--- config.mk ---
export PLATFORM = sky130hd
export DESIGN_NAME = mem_port_arbiter_flat
export DESIGN_NICKNAME = d
export VERILOG_FILES = /design/src/rtl/mem_port_arbiter_if.sv /design/src/rtl/mem_port_arbiter.sv /design/src/flat_wrapper.sv
export SDC_FILE = /design/constraint.sdc
export NUM_CORES = 1
export LEC_CHECK = 0
export BUFFER_PORTS_ARGS = -buffer_cell sky130_fd_sc_hd__buf_2
export CAP_MARGIN = 5
export CORE_ASPECT_RATIO = 0.7
export CORE_MARGIN = 1
export CORE_UTILIZATION = 25
export DETAILED_ROUTE_END_ITERATION = 6
export GPL_ROUTABILITY_DRIVEN = 0
export SYNTH_ARGS = -nofsm -noshare
export SYNTH_HDL_FRONTEND = slang
export SYNTH_SLANG_ARGS = --single-unit
--- constraint.sdc ---
create_clock -name CLK -period 3.45 [get_ports CLK]
set_input_delay 0.5175 -clock CLK [delete_from_list [all_inputs] [get_ports CLK]]
set_output_delay 0.5175 -clock CLK [all_outputs]
set_load 0.05 [all_outputs]
--- src/rtl/mem_port_arbiter_if.sv ---
// Client request/return bus and the shared DDR command path of mem_port_arbiter.
// master = arbiter side, slave = clients plus enter_state/outputs side.
interface mem_port_arbiter_if #(
  parameter int unsigned N_REQ = 4
);
  logic [N_REQ-1:0]    REQ_VALID;
  logic [27*N_REQ-1:0] REQ_ADDR;
  logic [N_REQ-1:0]    REQ_WE;
  logic [32*N_REQ-1:0] REQ_DATA;
  logic [N_REQ-1:0]    REQ_GRANT;
  logic [N_REQ-1:0]    RD_VALID;
  logic [31:0]         RD_DATA;
  logic [26:0]         ADDRESS_REQ;
  logic                WE;
  logic [31:0]         DATA_W;
  logic                DO_ACT;
  logic                COMMAND_LATCHED;
  logic [31:0]         DATA_R;
  logic                REFRESH_STROBE;

  modport master (
    input  REQ_VALID, REQ_ADDR, REQ_WE, REQ_DATA, COMMAND_LATCHED, DATA_R,
    output REQ_GRANT, RD_VALID, RD_DATA, ADDRESS_REQ, WE, DATA_W, DO_ACT, REFRESH_STROBE
  );

  modport slave (
    output REQ_VALID, REQ_ADDR, REQ_WE, REQ_DATA, COMMAND_LATCHED, DATA_R,
    input  REQ_GRANT, RD_VALID, RD_DATA, ADDRESS_REQ, WE, DATA_W, DO_ACT, REFRESH_STROBE
  );
endinterface

--- src/rtl/mem_port_arbiter.sv ---
// Round-robin sharing of the single DDR command path between N_REQ clients,
// with read-return tagging and a free-running toggle-type refresh strobe.
module mem_port_arbiter #(
  parameter int unsigned N_REQ          = 4,
  parameter int unsigned READ_LATENCY   = 4,
  parameter int unsigned REFRESH_PERIOD = 1560
) (
  input  logic               CLK,
  input  logic               RST,
  mem_port_arbiter_if.master bus
);
  localparam int unsigned AW    = 27;
  localparam int unsigned DW    = 32;
  localparam int unsigned ID_W  = $clog2(N_REQ);
  localparam int unsigned CNT_W = $clog2(REFRESH_PERIOD);

  typedef enum logic {IDLE, ISSUE} state_e;

  state_e                  state_q;
  logic [ID_W-1:0]         owner_q;
  logic [ID_W-1:0]         ptr_q;
  logic [AW-1:0]           addr_q;
  logic                    we_q;
  logic [DW-1:0]           wdata_q;
  logic                    do_act_q;
  logic [READ_LATENCY-1:0] tag_vld_q;
  logic [ID_W-1:0]         tag_id_q [READ_LATENCY];
  logic [DW-1:0]           rd_data_q;
  logic [CNT_W-1:0]        ref_cnt_q;
  logic                    ref_q;

  logic            pick_vld;
  logic [ID_W-1:0] pick_idx;
  logic [ID_W-1:0] cand;
  logic [AW-1:0]   pick_addr;
  logic [DW-1:0]   pick_data;
  logic            pick_we;
  logic            latch_c;
  logic            rd_out_c;

  // First pending client strictly after the last owner, wrapping modulo N_REQ.
  always_comb begin
    pick_vld = 1'b0;
    pick_idx = '0;
    cand     = '0;
    for (int unsigned k = 1; k <= N_REQ; k++) begin
      cand = ID_W'((32'(ptr_q) + k) % N_REQ);
      if (!pick_vld && bus.REQ_VALID[cand]) begin
        pick_vld = 1'b1;
        pick_idx = cand;
      end
    end
  end

  always_comb begin
    pick_addr = '0;
    pick_data = '0;
    pick_we   = 1'b0;
    for (int unsigned i = 0; i < N_REQ; i++) begin
      if (ID_W'(i) == pick_idx) begin
        pick_addr = bus.REQ_ADDR[AW*i +: AW];
        pick_data = bus.REQ_DATA[DW*i +: DW];
        pick_we   = bus.REQ_WE[i];
      end
    end
  end

  assign latch_c  = (state_q == ISSUE) && bus.COMMAND_LATCHED;
  assign rd_out_c = tag_vld_q[READ_LATENCY-1];

  assign bus.REQ_GRANT      = latch_c ? (N_REQ'(1) << owner_q) : '0;
  assign bus.RD_VALID       = rd_out_c ? (N_REQ'(1) << tag_id_q[READ_LATENCY-1]) : '0;
  // Returned word is passed through in its tag cycle and held afterwards.
  assign bus.RD_DATA        = rd_out_c ? bus.DATA_R : rd_data_q;
  assign bus.ADDRESS_REQ    = addr_q;
  assign bus.WE             = we_q;
  assign bus.DATA_W         = wdata_q;
  assign bus.DO_ACT         = do_act_q;
  assign bus.REFRESH_STROBE = ref_q;

  always_ff @(posedge CLK or posedge RST) begin
    if (RST) begin
      state_q   <= IDLE;
      owner_q   <= '0;
      ptr_q     <= ID_W'(N_REQ - 1);
      addr_q    <= '0;
      we_q      <= 1'b0;
      wdata_q   <= '0;
      do_act_q  <= 1'b0;
      tag_vld_q <= '0;
      for (int i = 0; i < int'(READ_LATENCY); i++) tag_id_q[i] <= '0;
      rd_data_q <= '0;
      ref_cnt_q <= '0;
      ref_q     <= 1'b0;
    end else begin
      case (state_q)
        IDLE: begin
          if (pick_vld) begin
            owner_q  <= pick_idx;
            addr_q   <= pick_addr;
            we_q     <= pick_we;
            wdata_q  <= pick_data;
            do_act_q <= 1'b1;
            state_q  <= ISSUE;
          end
        end
        ISSUE: begin
          if (bus.COMMAND_LATCHED) begin
            do_act_q <= 1'b0;
            ptr_q    <= owner_q;
            state_q  <= IDLE;
          end
        end
        default: state_q <= IDLE;
      endcase

      // Only latched reads carry a valid tag down the return pipeline.
      tag_vld_q[0] <= latch_c & ~we_q;
      tag_id_q[0]  <= owner_q;
      for (int i = 1; i < int'(READ_LATENCY); i++) begin
        tag_vld_q[i] <= tag_vld_q[i-1];
        tag_id_q[i]  <= tag_id_q[i-1];
      end
      if (rd_out_c) rd_data_q <= bus.DATA_R;

      if (ref_cnt_q == CNT_W'(REFRESH_PERIOD - 1)) begin
        ref_cnt_q <= '0;
        ref_q     <= ~ref_q;
      end else begin
        ref_cnt_q <= ref_cnt_q + CNT_W'(1);
      end
    end
  end
endmodule
--- src/flat_wrapper.sv ---
// flat-port wrapper written by rule: the top's interface ports become plain ports
module mem_port_arbiter_flat 
#(
  parameter int unsigned N_REQ          = 4,
  parameter int unsigned READ_LATENCY   = 4,
  parameter int unsigned REFRESH_PERIOD = 1560
)
  (CLK, RST, bus_REQ_VALID, bus_REQ_ADDR, bus_REQ_WE, bus_REQ_DATA, bus_COMMAND_LATCHED, bus_DATA_R, bus_REQ_GRANT, bus_RD_VALID, bus_RD_DATA, bus_ADDRESS_REQ, bus_WE, bus_DATA_W, bus_DO_ACT, bus_REFRESH_STROBE);
  mem_port_arbiter_if #(.N_REQ(N_REQ)) bus_i ();
  input  logic CLK;
  input  logic RST;
  input wire logic [$bits(bus_i.REQ_VALID)-1:0] bus_REQ_VALID;
  input wire logic [$bits(bus_i.REQ_ADDR)-1:0] bus_REQ_ADDR;
  input wire logic [$bits(bus_i.REQ_WE)-1:0] bus_REQ_WE;
  input wire logic [$bits(bus_i.REQ_DATA)-1:0] bus_REQ_DATA;
  input wire logic [$bits(bus_i.COMMAND_LATCHED)-1:0] bus_COMMAND_LATCHED;
  input wire logic [$bits(bus_i.DATA_R)-1:0] bus_DATA_R;
  output wire logic [$bits(bus_i.REQ_GRANT)-1:0] bus_REQ_GRANT;
  output wire logic [$bits(bus_i.RD_VALID)-1:0] bus_RD_VALID;
  output wire logic [$bits(bus_i.RD_DATA)-1:0] bus_RD_DATA;
  output wire logic [$bits(bus_i.ADDRESS_REQ)-1:0] bus_ADDRESS_REQ;
  output wire logic [$bits(bus_i.WE)-1:0] bus_WE;
  output wire logic [$bits(bus_i.DATA_W)-1:0] bus_DATA_W;
  output wire logic [$bits(bus_i.DO_ACT)-1:0] bus_DO_ACT;
  output wire logic [$bits(bus_i.REFRESH_STROBE)-1:0] bus_REFRESH_STROBE;
  assign bus_i.REQ_VALID = bus_REQ_VALID;
  assign bus_i.REQ_ADDR = bus_REQ_ADDR;
  assign bus_i.REQ_WE = bus_REQ_WE;
  assign bus_i.REQ_DATA = bus_REQ_DATA;
  assign bus_i.COMMAND_LATCHED = bus_COMMAND_LATCHED;
  assign bus_i.DATA_R = bus_DATA_R;
  assign bus_REQ_GRANT = bus_i.REQ_GRANT;
  assign bus_RD_VALID = bus_i.RD_VALID;
  assign bus_RD_DATA = bus_i.RD_DATA;
  assign bus_ADDRESS_REQ = bus_i.ADDRESS_REQ;
  assign bus_WE = bus_i.WE;
  assign bus_DATA_W = bus_i.DATA_W;
  assign bus_DO_ACT = bus_i.DO_ACT;
  assign bus_REFRESH_STROBE = bus_i.REFRESH_STROBE;
  mem_port_arbiter #(.N_REQ(N_REQ), .READ_LATENCY(READ_LATENCY), .REFRESH_PERIOD(REFRESH_PERIOD)) u_core (.CLK(CLK), .RST(RST), .bus(bus_i));
endmodule
==> results.py, run 1 <==
metrics = {
    "cts": {
        "htreeDepth": 4,
        "path_clk_slew_ns": 0.06,
        "cts_made_buffers": 17,
        "ctsHoldBuffers": 0,
        "ctsRootBufferMaster": "clkbuf_16",
        "cts_tree": "yes",
        "post_cts_buffers": 0,
        "ctsResizeCount": 0,
        "clk_latency_ns": 0.41,
        "cts.sinks": 122,
        "cts_buffer_depth": 2,
    },
    "run_status": {
        "status": "finished, final reports clean",
    },
    "setup_path": {
        "crit_end": "bus_RD_DATA[11]",
        "cp_cell_sequence": "buf_4 -> mux2_2 -> buf_2",
        "startpoint": "u_core.tag_vld_q[3]",
        "cp.arrival_ns": 2.02,
        "cp-start-kind": "flop",
        "critical_path_class": "flop to primary output",
        "r2r_slack_ns": 1.11,
        "r2r_start": "u_core.ptr_q[1]",
        "reg2reg_to": "u_core.bus.ADDRESS_REQ[23]",
        "critPathMaxFanout": 26,
        "max_stage_delay_ns": 0.56,
        "critPathCaptureType": "primary output",
        "critPathSlowestCell": "dfrtp_1",
        "reg2reg_depth": 5,
        "cp.required_ns": 2.93,
    },
    "drt": {
        "drc": 0,
        "ant_nets": 0,
        "vias_per_cell": 4.51,
        "finalWirelength_um": 20300,
        "vias": 5521,
        "wl_per_cell_um": 16.6,
        "drt_first_pass_iters": 4,
        "drt_iter0_drc": 180,
    },
    "final_layout": {
        "area_growth_pct": 45.1,
        "nets": 1167,
        "drive_above_1_share_pct": 58.9,
        "insertedDiodeCount": 0,
        "fill_cells": 2496,
        "fin_area_mm2": 0.00944,
    },
    "timing": {
        "rsz0062_at_grt": "no",
        "hold_viol": 0,
        "fmax_ghz": 0.394,
        "slew_violations": 0,
        "layout_min_cycle_time_ns": 2.54,
        "setup_violations": 0,
        "finClkSkew_ns": 0.0141,
        "max_slew_margin_pct": 40.9,
        "finalCritPeriodShare_pct": 73.6,
        "finalSetupTns_ns": 0,
        "worstMarginPinSlew_ns": 0.887,
    },
    "logic_synthesis": {
        "ys_ff_latch": 122,
        "syn-cell-area_mm2": 0.00650,
        "synth.distinct_cells": 42,
        "synthMuxAreaShare_pct": 24.3,
        "synth_flop_cell": "dfrtp_1",
        "syn_avg_cell_area_um2": 12.8,
        "ys_seq_area_share_pct": 47.0,
        "synth_top_area_share_pct": 46.2,
        "yosys_warnings": 0,
        "yosys.area_share.simple_pct": 7.75,
        "syn_inst": 509,
        "synth_top_family_by_area": "multiplexers",
        "yosysTopAreaCell": "dfrtp_1",
        "yosys-top-cells-area": "dfrtp_1 46%, mux2i_1 19%, o221ai_2 14%",
        "synthXorXnorAreaFrac_pct": 1.21,
        "synth_adder_area_share_pct": 0.192,
        "synth_compound_area_share_pct": 15.0,
        "synth_fp_nets": 789,
        "synth_edf_count": 0,
        "async_flop_share_pct": 100,
    },
    "grt": {
        "grt_pass1_wl_um": 30800,
        "track_usage_pct": 15.1,
        "grt_start_max_net_pins": 62,
        "grt_pass1_vias": 5625,
        "grt-ovfl-total": 0,
        "antenna_found_initial": 2,
    },
    "flow_run": {
        "maxCapViolations": 0,
    },
    "placed_design": {
        "place_hpwl_um": 15500,
        "portBuffers": 380,
        "postPlaceCellArea_mm2": 0.00875,
    },
    "power": {
        "power_density_mw_per_mm2": 821,
        "irDropWorstVdd_uv": 305,
        "leakagePower_nw": 4.77,
    },
    "floorplanning": {
        "num_rows": 48,
        "coreArea_mm2": 0.0251,
        "design.portCount": 381,
        "fp.dieH_um": 137,
        "die_w_um": 195,
        "die-area_mm2": 0.0267,
        "initial_utilization_pct": 25.9,
    },
    "worst_hold_path": {
        "min_path_type": "input pin to asynchronous set/reset pin",
    },
}
==> power by group <==
group          internal, mW  total, mW  leakage [nW]  switching (mW)
Combinational          1.07       3.54          2.95            2.47
Sequential             1.88       2.11          1.49           0.222
Clock                  1.38       2.11         0.331           0.732
Total                  4.33       7.75          4.77            3.42
==> sequential cells by signal (all words and copies together) (netlist names), 2 cells and up <==
signal	count
u_core.bus.DATA_W	32
u_core.rd_data_q	32
u_core.bus.ADDRESS_REQ	27
u_core.ref_cnt_q	11
u_core.tag_id_q	8
u_core.tag_vld_q	4
u_core.owner_q	2
u_core.ptr_q	2
==> through the flow <==
| stage | hold WS (ns) | power, mW | setup slack (ns) | cells | util, % |
|---|---|---|---|---|---|
| floorplan | 0.331 | 4.82 | 0.824 | 509 | - |
| global placement | 0.333 | 5.66 | 1.03 | 1193 | 34.9 |
| detailed placement | 0.336 | 5.71 | 0.974 | 1193 | 34.9 |
| CTS | 0.176 | 7.88 | 0.855 | 1225 | 37.6 |
| global route | 0.200 | 8.14 | 0.772 | 1225 | 37.6 |
| finish | 0.177 | 7.75 | 0.911 | 1225 | 37.6 |
==> cell usage in the layout (no fill, tap or decap), types with 2 or more instances in the layout <==
cell type,n
nor4_1,2
nor2_1,12
inv_1,2
buf_4,11
buf_2,380
xor2_1,8
dfrtp_1,120
mux2i_1,122
mux2_2,32
clkbuf_16,17
nand3_1,4
nand2_1,73
nand2b_1,2
inv_6,5
and2_1,2
dfstp_2,2
clkinvlp_4,2
buf_12,6
bufinv_16,6
and3_1,5
clkinv_4,2
o21ai_1,2
nor2b_1,2
o221ai_2,60
==> worst min-delay path by stage <==
stage | to | slack (ns) | depth (start not counted)
4_1_cts | u_core.rd_data_q[28] | 0.18 | 2
2_1_floorplan | u_core.tag_id_q[0] | 0.33 | 0
3_5_place_dp | u_core.tag_id_q[1] | 0.34 | 0
6_report | u_core.rd_data_q[28] | 0.18 | 2
3_3_place_gp | u_core.tag_vld_q[1] | 0.33 | 0
5_1_grt | u_core.rd_data_q[28] | 0.20 | 2
==> synth_stat cells (all sizes together) (2+ instances only) <==
cell	number
and2	2
and3	5
buf	31
clkbuf	7
dfrtp	120
dfstp	2
inv	3
mux2	32
mux2i	122
nand2	73
nand2b	2
nand3	4
nor2	12
nor2b	2
nor3	2
nor4	2
o21ai	3
o221ai	60
xor2	8
==> critical path, delay by kind of cell, from the launching register on <==
| kind | cells | cell delay [ns] |
|---|---|---|
| buffers and inverters | 2 | 0.64 |
| flip-flops | 1 | 0.56 |
| multiplexers | 1 | 0.41 |
==> metal layers <==
layer  up-vias  share of wire, %  GRT usage [%]  wire, um
li1       2662                 -              -         -
met5         -             0.064              0        13
met4         2              0.67           3.50       137
met3        12               6.1           4.09      1250
met1      2624                44           19.0      9010
met2       221                49           25.6      9930
==> final cells by class <==
cell class                 count  area (um^2)  share of cell area [%]
multi-input combinational    346         3170                    33.6
inverter                       3         15.0                   0.159
clock inverter                15          260                    2.76
clock buffer                  17          425                    4.51
tap                          325          407                    4.31
sequential                   122         3060                    32.4
timing repair buffer         397         2100                    22.3
==> cell families after synthesis <==
logic type	Yosys count
compound gates	70
fa+ha+maj	1
buf+inv	41
xor+xnor	9
mux	154
simple gates	112
flops	122
Power figures use the tool's default switching activity.
==> run 2, diff against run 1 <==
ABC_AREA = 1   (was unset)
clock period = 2.4 ns   (was 3.45 ns; I/O delays follow)
==> run 2 against run 1 <==
Compared with the run above:
- worst setup slack lost 0.86 ns
- cell count increased by 40%
- clock-buffer cell count rose by 1
- sequential share of layout area decreased by 1.6 points
- die area increased by 2.2%
- non-clock buffer count grew 19
- critical endpoint is now u_core.bus.DATA_W[2]
==> results.py, run 2 <==
metrics = {
    "setup_path": {
        "r2r_start": "u_core.ptr_q[0]",
        "path_common_cell": "nand2_1",
        "r2r_slack_ns": 0.05,
        "critPathCaptureType": "flop",
        "critical_path_class": "flop to flop",
        "cp.required_ns": 2.72,
        "max_stage_delay_ns": 0.61,
        "cp_cell_sequence": "inv_4 -> nand2_1 -> nand2_2 -> nand2_2 -> nand2_4 -> nor2_4 -> nand4_1 -> nand3_4 -> nand2_4 -> buf_16 -> o21ai_0 -> inv_1 -> nand2_1 -> nand2_1",
        "cp-start-kind": "flop",
        "cp.arrival_ns": 2.67,
        "critPathMaxFanout": 46,
        "critPathSlowestCell": "dfstp_2",
        "startpoint": "u_core.ptr_q[0]",
    },
    "timing": {
        "max_slew_margin_pct": 73.9,
        "finalSetupTns_ns": 0,
        "layout_min_cycle_time_ns": 2.35,
        "slew_violations": 0,
        "setup_violations": 0,
        "hold_viol": 0,
        "worstMarginPinSlew_ns": 0.391,
        "fmax_ghz": 0.425,
        "finalCritPeriodShare_pct": 98.0,
        "finClkSkew_ns": 0.00925,
        "rsz0062_at_grt": "yes",
    },
    "logic_synthesis": {
        "ys_ff_latch": 122,
        "synth_fp_nets": 1245,
        "synth_common_cells": "432 x nand2_1, 120 x dfrtp_1, 110 x o21ai_0",
        "synth_flop_cell": "dfrtp_1",
        "synth_edf_count": 0,
        "syn-cell-area_mm2": 0.00665,
        "ys_seq_area_share_pct": 45.9,
        "yosys_warnings": 0,
        "syn_avg_cell_area_um2": 6.89,
        "synth_most_common_cell": "nand2_1",
        "synth_top_area_share_pct": 45.2,
        "synth.distinct_cells": 28,
        "yosys-top-cells-area": "dfrtp_1 45%, nand2_1 24%, o21ai_0 8.3%",
        "syn_inst": 965,
        "yosysTopAreaCell": "dfrtp_1",
        "async_flop_share_pct": 100,
    },
    "final_layout": {
        "nets": 1627,
        "stdcell_count": 1720,
        "final_common_cell": "nand2_1",
        "area_growth_pct": 49.5,
        "final_util_pct": 38.4,
        "fin_area_mm2": 0.00994,
        "drive_above_1_share_pct": 35.7,
        "seq_area_mm2": 0.00306,
        "fill_cells": 2801,
        "final_cell_mix": "425 x nand2_1, 380 x buf_2, 120 x dfrtp_1",
        "multi_input_area_mm2": 0.00308,
    },
    "power": {
        "combPwrFrac_pct": 69.0,
        "power.switching_mw": 10.7,
        "p_sw_share_pct": 55.8,
        "power_density_mw_per_mm2": 1920,
        "clkPwrFrac_pct": 13.1,
        "power_frac_seq_pct": 17.9,
        "irDropWorstVdd_uv": 1040,
        "total_power_mw": 19.1,
        "p_int_mw": 8.44,
        "leakagePower_nw": 5.71,
    },
    "grt": {
        "grt_pass1_wl_um": 39700,
        "antenna_found_initial": 7,
        "grt_pass1_vias": 7303,
        "grt-ovfl-total": 0,
        "track_usage_pct": 19.0,
        "grt_start_max_net_pins": 70,
    },
    "cts": {
        "clk_latency_ns": 0.42,
        "path_clk_slew_ns": 0.07,
        "cts_buffer_depth": 2,
        "cts_tree": "yes",
        "cts.sinks": 122,
        "cts_made_buffers": 17,
        "htreeDepth": 4,
        "ctsRootBufferMaster": "clkbuf_16",
    },
    "worst_hold_path": {
        "min_path_type": "input pin to flop",
        "holdCritStartpoint": "bus_COMMAND_LATCHED",
    },
    "drt": {
        "drt_first_pass_iters": 4,
        "drt_iter0_drc": 326,
        "vias_per_cell": 4.49,
        "vias": 7726,
        "wl_per_cell_um": 15.6,
        "ant_nets": 0,
        "drc": 0,
        "finalWirelength_um": 26900,
    },
    "floorplanning": {
        "num_rows": 49,
        "die-area_mm2": 0.0273,
        "coreArea_mm2": 0.0259,
        "initial_utilization_pct": 25.7,
        "design.portCount": 381,
        "fp.dieH_um": 138,
        "die_w_um": 197,
    },
    "placed_design": {
        "numPlacedInstances": 1672,
        "place_hpwl_um": 19700,
        "postPlaceCellArea_mm2": 0.00910,
        "portBuffers": 380,
    },
    "run_status": {
        "status": "finished, final reports clean",
    },
    "flow_run": {
        "maxCapViolations": 0,
    },
}
run 2: final timing paths:
| kind | to | depth (start not counted) |
|---|---|---|
| worst min register to register | u_core.tag_id_q[1] | 0 |
| min in group asynchronous | u_core.rd_data_q[9] | 3 |
| worst max-delay path | u_core.bus.DATA_W[2] | 14 |
| worst max register to register | u_core.bus.DATA_W[2] | 14 |
| worst min-delay path | u_core.state_q | 2 |
| max in group asynchronous | u_core.ptr_q[0] | 4 |
run 2: logic make-up after synthesis:
logic type / after synthesis / share of synthesized area [%]
simple gates: 578 / 35.8
buf+inv: 149 / 9.16
flops: 122 / 45.9
compound gates: 114 / 8.75
xor+xnor: 1 / 0.132
fa+ha+maj: 1 / 0.188
run 2: layout make-up:
type / instances / area share [%]
diodes: 3 / 0.0755
clock buffers: 18 / 4.42
clock inverters: 14 / 1.26
inverters: 96 / 3.73
multi-input cells: 694 / 30.9
flip-flops and latches: 122 / 30.7
well taps: 357 / 4.49
repair buffers: 416 / 24.3
run 2: repair_timing:
action                     in CTS  in global routing
resized for setup               1                 67
pin swaps                       0                  4
setup buffers                   0                  9
setup endpoints to repair       1                 60
hold buffers                    1                  0
cloned                          0                  3
hold endpoints to repair        4                  0
run 2: worst max-delay path, delay by kind of cell (launching register included):
family / cells / cell delay (ns)
AOI/OAI and AO/OA: 1 / 0.18
and+or+nand+nor: 10 / 1.08
buffers and inverters: 3 / 0.33
DFF: 1 / 0.61
run 2: stage by stage:
step | hold WS [ns] | setup WS (ns)
detailed placement | 0.290 | -0.00818
finish | 0.150 | 0.0480
floorplan | 0.331 | 0.0675
CTS | 0.122 | 0.0260
global placement | 0.294 | 0.0252
global route | 0.127 | -0.109
run 2: metal layers:
metal,global-route usage [%],routed length (um)
met1,22.8,11300
met2,31.5,12800
met3,6.39,2120
met4,6.73,618
met5,0,28
run 2: power groups by stage:
| stage | combinational [mW] | clock (mW) | sequential, mW |
|---|---|---|---|
| 2_1_floorplan | 6.82 | 0 | 5.09 |
| 3_3_place_gp | 12.1 | 0 | 3.43 |
| 3_5_place_dp | 12.3 | 0 | 3.43 |
| 4_1_cts | 12.3 | 2.59 | 3.43 |
| 5_1_grt | 14.4 | 2.69 | 3.52 |
| 6_report | 13.2 | 2.51 | 3.42 |
==> run 3, diff against run 2 <==
CORE_AREA = 2 2 149 151   (was unset)
CORE_ASPECT_RATIO = unset   (was 0.7)
CORE_MARGIN = unset   (was 1)
CORE_UTILIZATION = unset   (was 25)
DIE_AREA = 0 0 151 153   (was unset)
==> run 3 against run 2 <==
Compared with the run above:
- first-iteration DRC count fell by 3.7%
- power rose by 3.4%
- register-to-register slack barely moved
- highest routed layer unchanged
- die area fell by 15%
- worst setup slack got worse by 0.0041 ns
- clock power rose by 7%
- critical path depth fell by 1
- via count fell by 0.14%
- sequential cell count did not move
- largest power group unchanged
- wire length rose by 2.0%
==> results.py, run 3 (same netlist as run 2, synthesis figures left out) <==
metrics = {
    "final_layout": {
        "fill_cells": 2247,
        "final_cell_mix": "413 x nand2_1, 380 x buf_2, 120 x dfrtp_1",
        "final_util_pct": 46.4,
        "fin_area_mm2": 0.00996,
        "drive_above_1_share_pct": 36.1,
        "area_growth_pct": 49.8,
        "final_common_cell": "nand2_1",
        "nets": 1628,
    },
    "drt": {
        "vias": 7715,
        "drt_first_pass_iters": 4,
        "drt_iter0_drc": 314,
        "drc": 0,
        "wl_per_cell_um": 16.6,
        "vias_per_cell": 4.69,
        "ant_nets": 0,
        "finalWirelength_um": 27400,
    },
    "cts": {
        "cts_buffer_depth": 2,
        "htreeDepth": 4,
        "cts_tree": "yes",
        "ctsRootBufferMaster": "clkbuf_16",
        "clk_latency_ns": 0.42,
        "path_clk_slew_ns": 0.06,
        "cts_made_buffers": 17,
        "cts.sinks": 122,
        "ctsHoldBuffers": 0,
    },
    "placed_design": {
        "portBuffers": 380,
        "postPlaceCellArea_mm2": 0.00894,
        "place_hpwl_um": 18900,
    },
    "floorplanning": {
        "design.portCount": 381,
        "die-area_mm2": 0.0231,
        "coreArea_mm2": 0.0215,
        "fp.dieH_um": 153,
        "num_rows": 54,
        "die_w_um": 151,
        "initial_utilization_pct": 31.0,
    },
    "worst_hold_path": {
        "min_path_type": "input pin to asynchronous set/reset pin",
    },
    "timing": {
        "finClkSkew_ns": 0.00699,
        "hold_viol": 0,
        "whs_ns": 0.0455,
        "finalCritPeriodShare_pct": 98.2,
        "layout_min_cycle_time_ns": 2.36,
        "max_slew_margin_pct": 67.8,
        "rsz0062_at_grt": "yes",
        "slew_violations": 0,
        "finalSetupTns_ns": 0,
        "fmax_ghz": 0.424,
        "worstMarginPinSlew_ns": 0.483,
        "setup_violations": 0,
    },
    "grt": {
        "antenna_found_initial": 8,
        "grt_start_max_net_pins": 67,
        "grt_pass1_wl_um": 38400,
        "grt_pass1_vias": 7206,
        "grt-ovfl-total": 0,
        "track_usage_pct": 21.6,
    },
    "power": {
        "power_density_mw_per_mm2": 1980,
        "leakagePower_nw": 5.77,
        "total_power_mw": 19.8,
        "irDropWorstVdd_uv": 794,
    },
    "run_status": {
        "status": "finished, final reports clean",
    },
    "setup_path": {
        "critical_path_class": "flop to flop",
        "critPathCaptureType": "flop",
        "cp.arrival_ns": 2.66,
        "critPathMaxFanout": 14,
        "cp.required_ns": 2.71,
        "cp-start-kind": "flop",
    },
    "flow_run": {
        "maxCapViolations": 0,
    },
}
-- run 3: cell count changes in the layout (fill, tap and decap cells not counted), moves of 4 or more --
cell,delta
o21ai_0,+22
o21ai_1,-17
nand2_1,-12
nand2_2,+9
o21ai_2,-5
buf_6,+4
clkbuf_16,+4
-- run 3: layout make-up --
type	instances	area [um^2]	share of cell area [%]
Antenna cell	5	12.5	0.126
Inverter	96	369	3.71
Multi-Input combinational cell	694	3100	31.1
Tap cell	280	350	3.52
Clock buffer	18	429	4.31
Timing Repair Buffer	417	2460	24.7
Clock inverter	14	185	1.86
Sequential cell	122	3060	30.7
-- run 3: final timing paths --
path,cells past startpoint,startpoint,slack [ns],to
max,13,u_core.ptr_q[1],0.04,u_core.bus.ADDRESS_REQ[0]
min,3,RST,0.05,u_core.bus.ADDRESS_REQ[10]
max reg2reg,13,u_core.ptr_q[1],0.04,u_core.bus.ADDRESS_REQ[0]
min reg2reg,0,u_core.tag_id_q[5],0.35,u_core.tag_id_q[3]
max in group asynchronous,3,RST,2.00,u_core.ptr_q[0]
min in group CLK,3,bus_DATA_R[27],0.17,u_core.rd_data_q[27]
-- run 3: routing by layer --
layer / track usage, % / wire length (um)
met3: 6.60 / 2380
met1: 25.5 / 11000
met5: 0 / 11
met2: 37.3 / 13300
met4: 7.21 / 688
-- run 3: power by group --
part	switching (mW)	internal (mW)
Sequential	0.431	3.01
Combinational	9.45	4.17
Clock	1.03	1.66
Total	10.9	8.83
-- run 3: what timing repair did --
action | in CTS | in global routing
endpoints found under the setup margin | 2 | 58
gates cloned | 0 | 9
pin swaps | 0 | 13
setup buffers | 1 | 6
resized for setup | 3 | 56
-- run 3: critical path, cell delays in order (launching register included) --
cell	delay [ns]
dfstp_2	0.64
inv_4	0.08
nand2_2	0.07
nand2_2	0.07
nand2_2	0.11
nand2_4	0.08
nor2_4	0.14
nand4_1	0.17
nand3_4	0.20
nand2_4	0.11
buf_12	0.17
or2_2	0.27
nand3_1	0.08
nand2_1	0.05
-- run 3: per-stage QoR --
stage,setup WS [ns],instances
6_report,0.0439,1646
5_1_grt,-0.0681,1642
4_1_cts,0.0187,1626
3_5_place_dp,-0.0244,1593
3_3_place_gp,0.0488,1593
2_1_floorplan,0.0675,965
